[config.mk]
export PLATFORM = sky130hd
export DESIGN_NAME = pulse_sched_flat
export DESIGN_NICKNAME = d
export VERILOG_FILES = /design/src/rtl/pulse_sched_pkg.sv /design/src/rtl/pulse_sched_if.sv /design/src/rtl/pulse_sched_timer.sv /design/src/rtl/pulse_sched.sv /design/src/flat_wrapper.sv
export SDC_FILE = /design/constraint.sdc
export NUM_CORES = 1
export LEC_CHECK = 0
export ABC_AREA = 1
export CAP_MARGIN = 30
export CORE_ASPECT_RATIO = 1.5
export CORE_UTILIZATION = 30
export DETAILED_ROUTE_END_ITERATION = 12
export SLEW_MARGIN = 10
export SYNTH_ARGS = -nofsm -noshare
export SYNTH_HDL_FRONTEND = slang
export SYNTH_SLANG_ARGS = --single-unit
[constraint.sdc]
create_clock -name clk -period 2.15 [get_ports clk]
set_input_delay 0.43 -clock clk [delete_from_list [all_inputs] [get_ports clk]]
set_output_delay 0.43 -clock clk [all_outputs]
set_load 0.02 [all_outputs]
[src/rtl/pulse_sched_pkg.sv]
// pulse_sched_pkg
//   Shared types and helpers for the pulse scheduler: FSM state encoding,
//   a constant clog2 and the round-robin first-set search.
package pulse_sched_pkg;

    typedef enum logic [1:0] {
        S_IDLE  = 2'd0,
        S_PULSE = 2'd1,
        S_GAP   = 2'd2
    } state_t;

    localparam int MAX_REQ = 8;

    // Width of a binary index for v items (at least 1 bit).
    function automatic int clog2(input int v);
        int r;
        for (r = 0; (1 << r) < v; r++) begin
        end
        return (r == 0) ? 1 : r;
    endfunction

    // First set bit of pend searching upward from (last+1) mod n, with wrap.
    // Scanning from the farthest offset down lets the nearest hit win.
    function automatic int rr_pick(input logic [MAX_REQ-1:0] pend, input int last, input int n);
        int win;
        int idx;
        win = 0;
        for (int i = n; i >= 1; i--) begin
            idx = (last + i) % n;
            if (pend[idx]) win = idx;
        end
        return win;
    endfunction

endpackage

[src/rtl/pulse_sched_if.sv]
// pulse_sched_if
//   Requester/control bundle of the pulse scheduler.
//   master: drives en, req; observes pulse_out, grant, pulse_sel, busy, done, pending.
//   slave : the scheduler side.
interface pulse_sched_if #(
    parameter int N_REQ = 4,
    parameter int SEL_W = pulse_sched_pkg::clog2(N_REQ)
);
    logic             en;
    logic [N_REQ-1:0] req;
    logic             pulse_out;
    logic [N_REQ-1:0] grant;
    logic [SEL_W-1:0] pulse_sel;
    logic             busy;
    logic [N_REQ-1:0] done;
    logic [N_REQ-1:0] pending;

    modport master (output en, req,
                    input  pulse_out, grant, pulse_sel, busy, done, pending);
    modport slave  (input  en, req,
                    output pulse_out, grant, pulse_sel, busy, done, pending);
endinterface

[src/rtl/pulse_sched_timer.sv]
// pulse_sched_timer
//   CNT_W down-counter used for pulse and gap timing. Stops at zero.
//   i_load/i_load_val : load a new count (wins over decrement)
//   i_dec             : decrement by one when not already zero
//   o_zero            : count is zero
module pulse_sched_timer #(
    parameter int CNT_W = 16
) (
    input  logic             clk,
    input  logic             rst_n,
    input  logic             i_load,
    input  logic [CNT_W-1:0] i_load_val,
    input  logic             i_dec,
    output logic             o_zero
);
    logic [CNT_W-1:0] r_cnt;

    always_ff @(posedge clk or negedge rst_n) begin
        if (!rst_n)                     r_cnt <= '0;
        else if (i_load)                r_cnt <= i_load_val;
        else if (i_dec && r_cnt != '0)  r_cnt <= r_cnt - 1'b1;
    end

    assign o_zero = (r_cnt == '0);
endmodule

[src/rtl/pulse_sched.sv]
// pulse_sched
//   Shares one PULSE_LEN-cycle timing pulse (plus GAP_LEN recovery) among
//   N_REQ requesters. Request rising edges are latched into pending and
//   served one at a time in round-robin order; the owner gets a one-cycle
//   done strobe when its service (pulse + gap) ends.
//   clk, rst_n : clock, asynchronous active-low reset
//   bus        : slave side of pulse_sched_if (en, req in; pulse_out, grant,
//                pulse_sel, busy, done, pending out)
module pulse_sched
    import pulse_sched_pkg::*;
#(
    parameter int N_REQ     = 4,
    parameter int PULSE_LEN = 128,
    parameter int GAP_LEN   = 16,
    parameter int CNT_W     = 16
) (
    input  logic       clk,
    input  logic       rst_n,
    pulse_sched_if.slave bus
);
    localparam int SEL_W = clog2(N_REQ);

    state_t           r_state, w_next;
    logic [N_REQ-1:0] r_req_q, r_pend, r_grant, r_done;
    logic [SEL_W-1:0] r_sel, r_last;
    logic             r_pulse, r_busy;

    logic [N_REQ-1:0] w_rise, w_clr;
    logic [SEL_W-1:0] w_win;
    logic             w_start, w_pulse_end, w_svc_end, w_ld, w_zero;
    logic [CNT_W-1:0] w_ld_val;

    assign w_rise = bus.req & ~r_req_q;
    assign w_win  = SEL_W'(rr_pick(MAX_REQ'(r_pend), int'(r_last), N_REQ));
    // One-hot of the requester granted on this edge; clears its pending bit.
    assign w_clr  = w_start ? (N_REQ'(1) << w_win) : '0;

    pulse_sched_timer #(.CNT_W(CNT_W)) u_timer (
        .clk        (clk),
        .rst_n      (rst_n),
        .i_load     (w_ld),
        .i_load_val (w_ld_val),
        .i_dec      (r_state != S_IDLE),
        .o_zero     (w_zero)
    );

    always_ff @(posedge clk or negedge rst_n) begin
        if (!rst_n) r_state <= S_IDLE;
        else        r_state <= w_next;
    end

    always_comb begin
        w_next      = r_state;
        w_start     = 1'b0;
        w_pulse_end = 1'b0;
        w_svc_end   = 1'b0;
        w_ld        = 1'b0;
        w_ld_val    = '0;
        case (r_state)
            S_IDLE: begin
                if (bus.en && |r_pend) begin
                    w_next   = S_PULSE;
                    w_start  = 1'b1;
                    w_ld     = 1'b1;
                    w_ld_val = CNT_W'(PULSE_LEN - 1);
                end
            end
            S_PULSE: begin
                if (w_zero) begin
                    w_pulse_end = 1'b1;
                    if (GAP_LEN > 0) begin
                        w_next   = S_GAP;
                        w_ld     = 1'b1;
                        w_ld_val = CNT_W'(GAP_LEN - 1);
                    end else begin
                        w_next    = S_IDLE;
                        w_svc_end = 1'b1;
                    end
                end
            end
            S_GAP: begin
                if (w_zero) begin
                    w_next    = S_IDLE;
                    w_svc_end = 1'b1;
                end
            end
            default: w_next = S_IDLE;
        endcase
    end

    always_ff @(posedge clk or negedge rst_n) begin
        if (!rst_n) begin
            r_req_q <= '0;
            r_pend  <= '0;
            r_grant <= '0;
            r_done  <= '0;
            r_sel   <= '0;
            r_last  <= SEL_W'(N_REQ - 1);   // index 0 wins the first search
            r_pulse <= 1'b0;
            r_busy  <= 1'b0;
        end else begin
            r_req_q <= bus.req;
            r_pend  <= (r_pend | w_rise) & ~w_clr;
            r_done  <= '0;
            if (w_start) begin
                r_grant <= w_clr;
                r_sel   <= w_win;
                r_last  <= w_win;
                r_pulse <= 1'b1;
                r_busy  <= 1'b1;
            end
            if (w_pulse_end) r_pulse <= 1'b0;
            if (w_svc_end) begin
                r_done  <= r_grant;
                r_grant <= '0;
                r_busy  <= 1'b0;
            end
        end
    end

    assign bus.pulse_out = r_pulse;
    assign bus.grant     = r_grant;
    assign bus.pulse_sel = r_sel;
    assign bus.busy      = r_busy;
    assign bus.done      = r_done;
    assign bus.pending   = r_pend;
endmodule

[src/flat_wrapper.sv]
// flat-port wrapper written by rule: the top's interface ports become plain ports
module pulse_sched_flat import pulse_sched_pkg::*;
#(
    parameter int N_REQ     = 4,
    parameter int PULSE_LEN = 128,
    parameter int GAP_LEN   = 16,
    parameter int CNT_W     = 16
)
  (clk, rst_n, bus_en, bus_req, bus_pulse_out, bus_grant, bus_pulse_sel, bus_busy, bus_done, bus_pending);
  pulse_sched_if #(.N_REQ(N_REQ)) bus_i ();
  input  logic clk;
  input  logic rst_n;
  input wire logic [$bits(bus_i.en)-1:0] bus_en;
  input wire logic [$bits(bus_i.req)-1:0] bus_req;
  output wire logic [$bits(bus_i.pulse_out)-1:0] bus_pulse_out;
  output wire logic [$bits(bus_i.grant)-1:0] bus_grant;
  output wire logic [$bits(bus_i.pulse_sel)-1:0] bus_pulse_sel;
  output wire logic [$bits(bus_i.busy)-1:0] bus_busy;
  output wire logic [$bits(bus_i.done)-1:0] bus_done;
  output wire logic [$bits(bus_i.pending)-1:0] bus_pending;
  assign bus_i.en = bus_en;
  assign bus_i.req = bus_req;
  assign bus_pulse_out = bus_i.pulse_out;
  assign bus_grant = bus_i.grant;
  assign bus_pulse_sel = bus_i.pulse_sel;
  assign bus_busy = bus_i.busy;
  assign bus_done = bus_i.done;
  assign bus_pending = bus_i.pending;
  pulse_sched #(.N_REQ(N_REQ), .PULSE_LEN(PULSE_LEN), .GAP_LEN(GAP_LEN), .CNT_W(CNT_W)) u_core (.clk(clk), .rst_n(rst_n), .bus(bus_i));
endmodule
### Word-level counts from Yosys, hierarchy flattened

Cells that the tools add are included.

* bits in registers: 40
* input port bits: 7
* output and inout bits: 16

* add/subtract/negate cells: 5
* magnitude comparators: 4
* eq/ne operators: 5
* shift-type cells: 1
* muxes and demuxes: 38
* bitwise operators: 9
* reductions and logical operators: 15

Operator list (count)
* 2-to-1 mux 16 bit: 2
* one-hot mux 16 bit (2 select lines): 1
* less-than comparator 3 x 5 -> 1 bit, second input constant: 4
* 2-to-1 mux 4 bit: 5
* logical NOT 16 bit: 1
* 2-to-1 mux 1 bit: 16
* nonzero test 16 bit: 1
* subtractor 16 x 1 -> 16 bit, second input constant: 1
* 2-to-1 mux 2 bit: 7
* binary-select mux 1 bit (select 3 bit): 4
* AND 4 bit: 2
* NOT 4 bit: 2
* nonzero test 2 bit: 4
* OR reduction 2 bit: 4
* 2-to-1 mux 7 bit: 1
* one-hot mux 2 bit (3 select lines): 1
* adder 2 x 1 -> 2 bit, second input constant: 2
* adder 2 bit, second input constant: 2
* AND 1 bit, first input constant: 4
* inequality test 2 bit, second input constant: 2
* bitwise OR 4 bit: 1
* OR reduction 4 bit: 1
* << shifter 1 x 2 -> 4 bit, first input constant: 1
* AND reduction 3 bit: 1
* 6 further kinds: 7

### Longest topological paths before layout

Gate-level depths: netlist of run 1.

* depth after elaboration: 14
* depth in mapped cells: 13
* depth with buffers taken out: 12

### By module

From an unflattened synthesis of run 1, not the netlist that was laid out.

* cells, all modules: 316
* area total of the unflattened synthesis: 2374.8 um2

By module, submodules not included
* pulse_sched_timer: times used 1, cells each 183, area each 1255.0 um2, seq. area each 400.4 um2
* pulse_sched: times used 1, cells each 133, area each 1119.8 um2, seq. area each 603.1 um2

### Worst setup path after synthesis of run 1

Ideal clock, no wire load.

* path kind: reg-to-reg
* start: register u_core.u_timer.r_cnt[0]
* end: register u_core.u_timer.r_cnt[11]
* library setup time: 0.116 ns
* data arrival time: 1.492 ns
* path slack: 0.542 ns
* cell stages (with the launch flop): 12
* path through: dfrtp_1 -> inv_1 -> ha_1 -> nand3_1 -> nor2_2 -> nand2_2 -> o21ai_4 -> inv_8 -> nor2_8 -> inv_4 -> nand2_1 -> nand2_1

* word-level cells in the longest chain between the ends: 4

RTL lines
* start, declared: line pulse_sched_timer.sv:16 `logic [CNT_W-1:0] r_cnt;`
* start signal, assigned: line pulse_sched_timer.sv:20 `else if (i_load) r_cnt <= i_load_val;`
* start signal, assigned: line pulse_sched_timer.sv:21 `else if (i_dec && r_cnt != '0) r_cnt <= r_cnt - 1'b1;`
* parallel branches: the longest is 4 deep, another holds subtractor 16 x 1 -> 16 bit

Parallel ways; which one is timed is not known. The select of a mux whose other input is x is not followed.
A chain may end at the register's enable or synchronous reset.

### Worst setup path in the final report of run 1

* start: register u_core.u_timer.r_cnt[0]
* end: register u_core.u_timer.r_cnt[8]

Same word-level chain as after synthesis.

==> results of run 1 <==
[sequential cells by signal (all words and copies together) (netlist names)]
signal and count:
u_core.r_last 2, u_core.bus.grant 4, u_core.bus.done 4, u_core.bus.pending 4, u_core.bus.pulse_out 1, u_core.u_timer.r_cnt 16
u_core.r_req_q 4, u_core.r_state 2, u_core.bus.pulse_sel 2, u_core.bus.busy 1
[routing by layer]
layer  wire length [um]  vias to the layer above
li1                   -                      891
met1               1870                      846
met2               2760                       37
met3                168                       11
met4                140                        0
met5                  0                        -
[power groups by stage]
stage	Sequential [mW]	Combinational (mW)	Clock (mW)
after floorplan	0.771	0.00134	0
after CTS	0.757	0.0295	0.527
after global routing	0.757	0.0326	0.553
after detailed placement	0.771	0.0294	0
final	0.756	0.0277	0.517
after global placement	0.771	0.0295	0
[cells by family (layout without fill, tap and decap cells)]
group	count (synthesis)	in the layout	share of synthesized area, %
compound gates	23	23	6.93
flops	40	40	47.9
xor+xnor	10	10	4.18
fa+ha+maj	2	2	1.20
simple gates	159	159	32.8
buf+inv	36	66	6.99
[metrics by stage]
step | hold slack [ps] | utilization (%) | power [mW] | setup WS (ps)
6_report | 185 | 37.8 | 1.30 | 327
3_5_place_dp | 488 | 36.4 | 0.801 | 312
3_3_place_gp | 471 | 36.4 | 0.801 | 289
2_1_floorplan | 134 | - | 0.773 | 542
4_1_cts | 204 | 37.8 | 1.31 | 328
5_1_grt | 234 | 37.8 | 1.34 | 90.7
[critical path, cell delays in order (launching register included)]
cell and delay (ps):
dfrtp_1 400, inv_1 160, ha_1 200, nand3_1 90
nor2_2 170, nand2_2 110, o21ai_4 160, inv_8 90
nor2_8 150, nand2_1 60, o31ai_1 100
[layout make-up]
cell class	instances	area, um2	area share, %
clock inverter	3	21.3	0.851
tap	76	95.1	3.80
multi-input combinational	194	943	37.7
inverter	34	138	5.51
clock buffer	5	68.8	2.75
timing repair buffer	24	230	9.21
sequential	40	1000	40.1
[layout by cell type, fill, tap and decap left out, types with 2 or more instances in the layout]
| master | instances |
|---|---|
| nand3_1 | 18 |
| nor2_2 | 5 |
| clkbuf_8 | 5 |
| nand2_2 | 3 |
| xnor2_1 | 6 |
| nand2_1 | 80 |
| nor2_1 | 42 |
| dfstp_2 | 2 |
| nor3_1 | 5 |
| xor2_1 | 4 |
| buf_4 | 2 |
| ha_1 | 2 |
| clkdlybuf4s50_1 | 21 |
| inv_1 | 31 |
| dfrtp_1 | 38 |
| o21ai_0 | 8 |
| a21oi_1 | 8 |
| o21ai_2 | 2 |
[worst max path at each step]
stage | start | end | slack, ps | depth (start not counted)
2_1_floorplan | u_core.u_timer.r_cnt[0]$_DFFE_PN0P_ | u_core.u_timer.r_cnt[11]$_DFFE_PN0P_ | 540 | 11
4_1_cts | u_core.u_timer.r_cnt[0]$_DFFE_PN0P_ | u_core.u_timer.r_cnt[14]$_DFFE_PN0P_ | 330 | 9
3_3_place_gp | bus_en | u_core.bus.pending[2]$_DFF_PN0_ | 290 | 6
5_1_grt | u_core.u_timer.r_cnt[0]$_DFFE_PN0P_ | u_core.u_timer.r_cnt[14]$_DFFE_PN0P_ | 90 | 9
3_5_place_dp | bus_en | u_core.bus.pending[2]$_DFF_PN0_ | 310 | 6
6_report | u_core.u_timer.r_cnt[0]$_DFFE_PN0P_ | u_core.u_timer.r_cnt[8]$_DFFE_PN0P_ | 330 | 10
==> impl_metrics.env, run 1 <==
export IMPL_worstReg2RegEnd="u_core.u_timer.r_cnt[8]$_DFFE_PN0P_"
export IMPL_grt_util_met3_pct=2.71
export IMPL_clk_path_buf_depth=2
export IMPL_switchingPower_mw=0.304
export IMPL_cts_made_buffers=5
export IMPL_placed_cells=368
export IMPL_synth_top_area_share_pct=45.4
export IMPL_grt_max_degree=41
export IMPL_rr_worst_depth=10
export IMPL_synthTopCellsByArea="dfrtp_1 45%, nand2_1 14%, nor2_1 7.5%"
export IMPL_avgSynthCellArea_um2=7.75
export IMPL_syn_inst=270
export IMPL_busiest_layer="met2"
export IMPL_gp_congestion=0.831
export IMPL_hold_viol=0
export IMPL_syn_cell_area_um2=2090
export IMPL_synthArstFlopShare_pct=100
export IMPL_nFillCells=672
export IMPL_cts_root_buffer="clkbuf_8"
export IMPL_grt_pass1_vias=1793
export IMPL_worst_pin_slew_ps=503
export IMPL_final_cells=376
export IMPL_slew_headroom_pct=66.5
export IMPL_synth_largest_area_cell="dfrtp_1"
export IMPL_post_drt_wl_per_cell_um=13.1
export IMPL_clkPwrFrac_pct=39.7
export IMPL_vias=1785
export IMPL_endpoint_kind="register"
export IMPL_ctsHtreeMaxLevel=2
export IMPL_path_class="reg2reg"
export IMPL_ant_nets=0
export IMPL_grt_first_pass_wirelength_um=8240
export IMPL_p_comb_share_pct=2.1
export IMPL_crit_required_ps=2310
export IMPL_fin_skew_ps=7.27
export IMPL_crit_fanout=9
export IMPL_cts_tree="built"
export IMPL_min_period_ps=1820
export IMPL_p_sw_share_pct=23.4
export IMPL_rows=36
export IMPL_arrival_ps=1990
export IMPL_synth_most_common_cell="nand2_1"
export IMPL_dp_hpwl_um=3880
export IMPL_clkTransAtPathRegs_ps=80
export IMPL_ys_ff_latch=40
export IMPL_seqPwrFrac_pct=58.2
export IMPL_power_leakage_nw=1.23
export IMPL_hp_class="in2async"
export IMPL_antenna_cells=0
export IMPL_clk_latency_ps=300
export IMPL_synth_main_ff_cell="dfrtp_1"
export IMPL_fin_area_um2=2500
export IMPL_nets=308
export IMPL_grt_setup_unrepaired="no"
export IMPL_floorplan_die_width_um=70.2
export IMPL_drc=0
export IMPL_ys_warnings_count=0
export IMPL_maxSlewViolCount=0
export IMPL_synthTopCellsByCount="80 x nand2_1, 42 x nor2_1, 38 x dfrtp_1, 31 x inv_1, 18 x nand3_1"
export IMPL_overflow=0
export IMPL_groute_usage_overall_pct=14.2
export IMPL_port_buffers=22
export IMPL_die_area_um2=7320
export IMPL_dpl_cell_area_um2=2410
export IMPL_met2_usage_pct=27.7
export IMPL_use_met1_pct=14.6
export IMPL_outcome="finished clean"
export IMPL_fin_crit_sh_pct=84.8
export IMPL_cts_repair_resized=0
export IMPL_worst_setup_path_start_kind="register"
export IMPL_start_util_pct=31.6
export IMPL_clock_fmax_ghz=0.549
export IMPL_setup_tns_final_ps=0
export IMPL_p_int_mw=0.996
export IMPL_dieHeight_um=104
export IMPL_r2r_start="u_core.u_timer.r_cnt[0]$_DFFE_PN0P_"
export IMPL_core_area_um2=6620
export IMPL_ioPinCount=23
export IMPL_setup_violations=0
export IMPL_p_per_area_nw_per_um2=520
export IMPL_drt_iter0_markers=47
export IMPL_peakVddDrop_uv=404
export IMPL_regToRegSetupSlack_ps=330
export IMPL_vias_per_cell=4.75
export IMPL_syn_nets=279
export IMPL_drive_above_1_share_pct=10.3
export IMPL_drv_cap=0
export IMPL_ys_seq_area_share_pct=47.9
export IMPL_drt_pass1_iter_count=5
export IMPL_synth_cell_types=31
export IMPL_antenna_found_initial=0
export IMPL_synth_edf_count=0
export IMPL_synthToLayoutAreaGrowth_pct=19.4
export IMPL_cts_num_sinks=40
export IMPL_cts_hold_fix_buffers=0
export IMPL_cts_setup_buffers=0
export IMPL_routed_wl_um=4940
(Power assumes the default switching activity.)
==> run 2: changes to the inputs <==
==> constraint.sdc (replaced) <==
create_clock -name clk -period 1.7 [get_ports clk]
set_input_delay 0.34 -clock clk [delete_from_list [all_inputs] [get_ports clk]]
set_output_delay 0.34 -clock clk [all_outputs]
set_load 0.02 [all_outputs]
==> impl_metrics.env, run 2 (synthesis results as in run 1) <==
export IMPL_outcome="finished clean"
export IMPL_clk_path_buf_depth=2
export IMPL_crit_required_ps=1890
export IMPL_grt_max_degree=24
export IMPL_nets=339
export IMPL_drive_above_1_share_pct=28.4
export IMPL_cts_num_sinks=40
export IMPL_vias=1885
export IMPL_grt_setup_unrepaired="yes"
export IMPL_port_buffers=22
export IMPL_synthToLayoutAreaGrowth_pct=39.1
export IMPL_drt_pass1_iter_count=6
export IMPL_nFillCells=673
export IMPL_antenna_cells=0
export IMPL_crit_fanout=4
export IMPL_seq_area_um2=1000
export IMPL_peakVddDrop_uv=509
export IMPL_arrival_ps=1840
export IMPL_multi_input_area_um2=1070
export IMPL_layout_common_cells="61 x nand2_1, 38 x dfrtp_1, 37 x nor2_1"
export IMPL_clk_latency_ps=300
export IMPL_p_per_area_nw_per_um2=620
export IMPL_placed_cells=385
export IMPL_power_leakage_nw=1.42
export IMPL_fin_skew_ps=6.60
export IMPL_ctsHtreeMaxLevel=2
export IMPL_dieHeight_um=104
export IMPL_cts_tree="built"
export IMPL_regMostFlops="u_core.u_timer.r_cnt"
export IMPL_worst_pin_slew_ps=451
export IMPL_overflow=0
export IMPL_clkTransAtPathRegs_ps=80
export IMPL_rows=36
export IMPL_endpoint_kind="register"
export IMPL_hp_class="reg2reg"
export IMPL_worst_setup_path_start_kind="register"
export IMPL_hp_start="u_core.bus.pulse_sel[0]$_DFFE_PN0P_"
export IMPL_min_period_ps=1640
export IMPL_floorplan_die_width_um=70.2
export IMPL_path_class="reg2reg"
export IMPL_cts_root_buffer="clkbuf_8"
export IMPL_drt_iter0_markers=72
export IMPL_antenna_found_initial=0
export IMPL_dp_hpwl_um=4020
export IMPL_r2r_start="u_core.u_timer.r_cnt[0]$_DFFE_PN0P_"
export IMPL_hold_viol=0
export IMPL_fin_crit_sh_pct=96.5
export IMPL_routed_wl_um=5290
export IMPL_mostFrequentLayoutCell="nand2_1"
export IMPL_dpl_cell_area_um2=2550
export IMPL_final_cells=407
export IMPL_largest_reg_flops=16
export IMPL_core_area_um2=6620
export IMPL_ant_nets=0
export IMPL_drc=0
export IMPL_ioPinCount=23
export IMPL_grt_first_pass_wirelength_um=8580
export IMPL_clock_fmax_ghz=0.610
export IMPL_grt_pass1_vias=1825
export IMPL_post_drt_wl_per_cell_um=13.0
export IMPL_gp_congestion=0.833
export IMPL_startpoint="u_core.u_timer.r_cnt[0]$_DFFE_PN0P_"
export IMPL_start_util_pct=31.6
export IMPL_maxSlewViolCount=0
export IMPL_die_area_um2=7320
export IMPL_setup_violations=0
export IMPL_vias_per_cell=4.63
export IMPL_fin_area_um2=2910
export IMPL_drv_cap=0
export IMPL_slew_headroom_pct=69.9
export IMPL_groute_usage_overall_pct=14.8
export IMPL_cts_made_buffers=5
==> run 2: what timing repair did <==
action | in CTS | in global routing
resized for setup | 3 | 49
hold endpoints to repair | 17 | 0
endpoints found under the setup margin | 5 | 29
gates cloned | 0 | 0
pin swaps | 1 | 18
buffers inserted | 0 | 13
hold buffers | 1 | 0
==> run 2: layout make-up <==
type                            instances  area share, %
Multi-Input combinational cell        194           36.7
Tap cell                               76           3.27
Clock buffer                            5           2.36
Inverter                               34           4.90
Sequential cell                        40           34.5
Timing Repair Buffer                   55           16.7
Clock inverter                          3           1.63
==> run 2: per-stage QoR <==
stage                     hold slack, ps  setup TNS (ps)  power (mW)  setup WS, ps  util, %
after floorplan                     44.4               0       0.977          91.7        -
after CTS                            496               0        1.84          9.91     40.4
after detailed placement             314               0        1.02          10.5     38.5
after global placement               315               0        1.02          26.6     38.5
final                                497               0        1.80          59.4     44.0
after global routing                 503            -270        1.88         -57.4     44.0
==> run 2: worst paths after layout <==
| path | to | slack [ps] | cells past startpoint |
|---|---|---|---|
| setup / recovery | u_core.u_timer.r_cnt[12]$_DFFE_PN0P_ | 60 | 9 |
| hold / removal | u_core.bus.pulse_sel[0]$_DFFE_PN0P_ | 500 | 2 |
| setup reg to reg | u_core.u_timer.r_cnt[12]$_DFFE_PN0P_ | 60 | 9 |
| hold reg to reg | u_core.bus.pulse_sel[0]$_DFFE_PN0P_ | 500 | 2 |
| max in group asynchronous | u_core.r_last[0]$_DFFE_PN1P_ | 630 | 3 |
| min in group asynchronous | u_core.u_timer.r_cnt[11]$_DFFE_PN0P_ | 520 | 2 |
==> run 2: report_power, final <==
group | leakage [nW] | switching [mW] | internal (mW) | total [mW]
Combinational | 0.867 | 0.0234 | 0.0177 | 0.0410
Sequential | 0.497 | 0.00112 | 0.955 | 0.957
Clock | 0.0583 | 0.364 | 0.442 | 0.807
==> run 2: critical path, stage by stage, from the launching register on <==
cell and delay, ps:
dfrtp_1 400, inv_2 90, buf_4 140, ha_1 230, nand2_1 120, nor3_1 250
xnor2_1 150, nor2_1 70, nand2_2 60, nand2_1 40
==> run 2: layer usage <==
metal / wire length [um] / vias to the layer above / GRT usage (%)
met5: 0 / - / 0
met4: 78 / 0 / 4.43
met3: 184 / 10 / 2.91
met2: 3030 / 39 / 28.4
met1: 2000 / 881 / 15.9
li1: - / 955 / -
==> run 3: changes to the inputs <==
--- a/config.mk
+++ b/config.mk
@@ -10,6 +10,7 @@
 export CORE_ASPECT_RATIO = 1.5
 export CORE_UTILIZATION = 30
 export DETAILED_ROUTE_END_ITERATION = 12
+export PLACE_DENSITY = 0.52
 export SLEW_MARGIN = 10
 export SYNTH_ARGS = -nofsm -noshare
 export SYNTH_HDL_FRONTEND = slang
==> impl_metrics.env, run 3 (synthesis results as in run 1) <==
export IMPL_cp_cell_sequence="nand2_1 -> o21ai_1 -> nand2_2 -> nand2_2 -> nor2_1 -> nand2_1 -> nand2_2 -> nor2_1 -> a21oi_1"
export IMPL_path_buf_inv=0
export IMPL_fin_skew_ps=7.46
export IMPL_hold_viol=0
export IMPL_routed_wl_um=5360
export IMPL_regToRegSetupSlack_ps=10
export IMPL_setup_violations=0
export IMPL_crit_required_ps=1870
export IMPL_ctsHtreeMaxLevel=2
export IMPL_hp_class="reg2reg"
export IMPL_mostFrequentLayoutCell="nand2_1"
export IMPL_port_buffers=22
export IMPL_cp_slowest_cell="dfstp_2"
export IMPL_endpoint_kind="register"
export IMPL_multi_input_area_um2=1030
export IMPL_layout_common_cells="70 x nand2_1, 38 x nor2_1, 37 x dfrtp_1"
export IMPL_fin_area_um2=2890
export IMPL_dpl_cell_area_um2=2620
export IMPL_slew_headroom_pct=69.1
export IMPL_clock_fmax_ghz=0.593
export IMPL_gp_congestion=0.863
export IMPL_outcome="finished clean"
export IMPL_drt_pass1_iter_count=4
export IMPL_antenna_found_initial=0
export IMPL_cts_tree="built"
export IMPL_vias=1890
export IMPL_worst_pin_slew_ps=464
export IMPL_rr_worst_depth=9
export IMPL_peakVddDrop_uv=505
export IMPL_crit_fanout=7
export IMPL_synthToLayoutAreaGrowth_pct=38.0
export IMPL_drv_cap=0
export IMPL_worstReg2RegEnd="u_core.bus.pending[1]$_DFF_PN0_"
export IMPL_post_drt_wl_per_cell_um=13.0
export IMPL_die_area_um2=7320
export IMPL_core_area_um2=6620
export IMPL_power_leakage_nw=1.43
export IMPL_start_util_pct=31.6
export IMPL_worst_setup_path_start_kind="register"
export IMPL_p_per_area_nw_per_um2=627
export IMPL_fin_ws_ps=13.2
export IMPL_largest_reg_flops=16
export IMPL_antenna_cells=0
export IMPL_grt_max_degree=23
export IMPL_r2r_start="u_core.r_last[0]$_DFFE_PN1P_"
export IMPL_arrival_ps=1860
export IMPL_nFillCells=654
export IMPL_clk_path_buf_depth=2
export IMPL_groute_usage_overall_pct=15.0
export IMPL_holdPathStages=2
export IMPL_dr_wl_met2_um=2960
export IMPL_vias_per_cell=4.60
export IMPL_grt_setup_unrepaired="yes"
export IMPL_ant_nets=0
export IMPL_seq_area_um2=1000
export IMPL_drive_above_1_share_pct=26.9
export IMPL_holdPathEnd="u_core.bus.pulse_sel[0]$_DFFE_PN0P_"
export IMPL_critical_path_top_delay_family="simple AND/OR/NAND/NOR gates"
export IMPL_hp_start="u_core.bus.pulse_sel[0]$_DFFE_PN0P_"
export IMPL_fin_util_pct=43.6
export IMPL_min_period_ps=1690
export IMPL_whs_ps=488
export IMPL_fin_crit_sh_pct=99.2
export IMPL_cpMostUsedCell="nand2_2"
export IMPL_dp_hpwl_um=4210
export IMPL_top_layer="met4"
export IMPL_drc=0
export IMPL_regMostFlops="u_core.u_timer.r_cnt"
export IMPL_rows=36
export IMPL_cts_num_sinks=40
export IMPL_clkTransAtPathRegs_ps=80
export IMPL_floorplan_die_width_um=70.2
export IMPL_grt_first_pass_wirelength_um=8640
export IMPL_grt_pass1_vias=1862
export IMPL_drt_iter0_markers=91
export IMPL_overflow=0
export IMPL_nets=343
export IMPL_m1WireLength_um=2130
export IMPL_wl_met3_um=130
export IMPL_cts_made_buffers=5
export IMPL_pre_cts_slack_ps=-30.4
export IMPL_dieHeight_um=104
export IMPL_ioPinCount=23
export IMPL_maxSlewViolCount=0
export IMPL_path_class="reg2reg"
export IMPL_critPathMaxStageDelay_ps=600
export IMPL_cts_root_buffer="clkbuf_8"
export IMPL_clk_latency_ps=300
run 3: changes by cell type in the layout (fill, tap and decap cells not counted), sizes merged:
cell           previous run  this run
buf                      33        37
clkdlybuf4s50            18        19
clkinv                    3         0
clkinvlp                  0         1
dlymetal6s2s              1         0
inv                      33        35
run 3: area by class of cell:
class | instances | share of cell area [%]
inverter | 34 | 4.77
timing repair buffer | 59 | 17.5
clock inverter | 3 | 1.60
clock buffer | 5 | 2.38
sequential | 40 | 34.8
multi-input combinational | 194 | 35.7
tap | 76 | 3.29
run 3: through the flow:
stage / power [mW] / setup TNS [ps] / instances
final: 1.81 / 0 / 411
after global routing: 1.86 / -199 / 411
after CTS: 1.83 / 0 / 404
after detailed placement: 1.02 / -83.1 / 394
after global placement: 1.02 / -63.4 / 394
after floorplan: 0.977 / 0 / 270
run 3: tightest hold or removal path, cell delays in order (launching register included):
cell and delay [ps]:
dfrtp_1 350, nand2_1 50, nand2_1 60
run 3: power breakdown:
part / leakage [nW] / internal (mW) / switching, mW
Combinational: 0.880 / 0.0177 / 0.0242
Sequential: 0.495 / 0.955 / 0.00111
Clock: 0.0548 / 0.443 / 0.369
run 3: per-layer routing:
metal | vias up | global-route usage (%)
li1 | 966 | -
met1 | 882 | 16.3
met2 | 30 | 27.7
met3 | 12 | 2.42
met4 | 0 | 7.29
met5 | - | 0
run 3: how the worst max path moves through the flow:
stage	startpoint	end	slack, ps	depth (start not counted)
final	u_core.r_last[0]$_DFFE_PN1P_	u_core.bus.pending[1]$_DFF_PN0_	10	9
after floorplan	u_core.u_timer.r_cnt[0]$_DFFE_PN0P_	u_core.u_timer.r_cnt[11]$_DFFE_PN0P_	90	11
after global placement	bus_en	u_core.bus.pending[2]$_DFF_PN0_	-40	6
after global routing	u_core.r_last[0]$_DFFE_PN1P_	u_core.bus.pending[3]$_DFF_PN0_	-40	11
after detailed placement	bus_en	u_core.bus.pending[2]$_DFF_PN0_	-30	6
after CTS	u_core.r_last[0]$_DFFE_PN1P_	u_core.bus.pending[3]$_DFF_PN0_	8	12
run 3: what timing repair did:
item                                    CTS  global route
gates resized for setup                   3            28
setup buffers                             1             7
hold buffers                              1             0
pin swaps                                 0             8
hold endpoints to repair                 10             0
endpoints found under the setup margin    3            26
gates cloned                              0             0
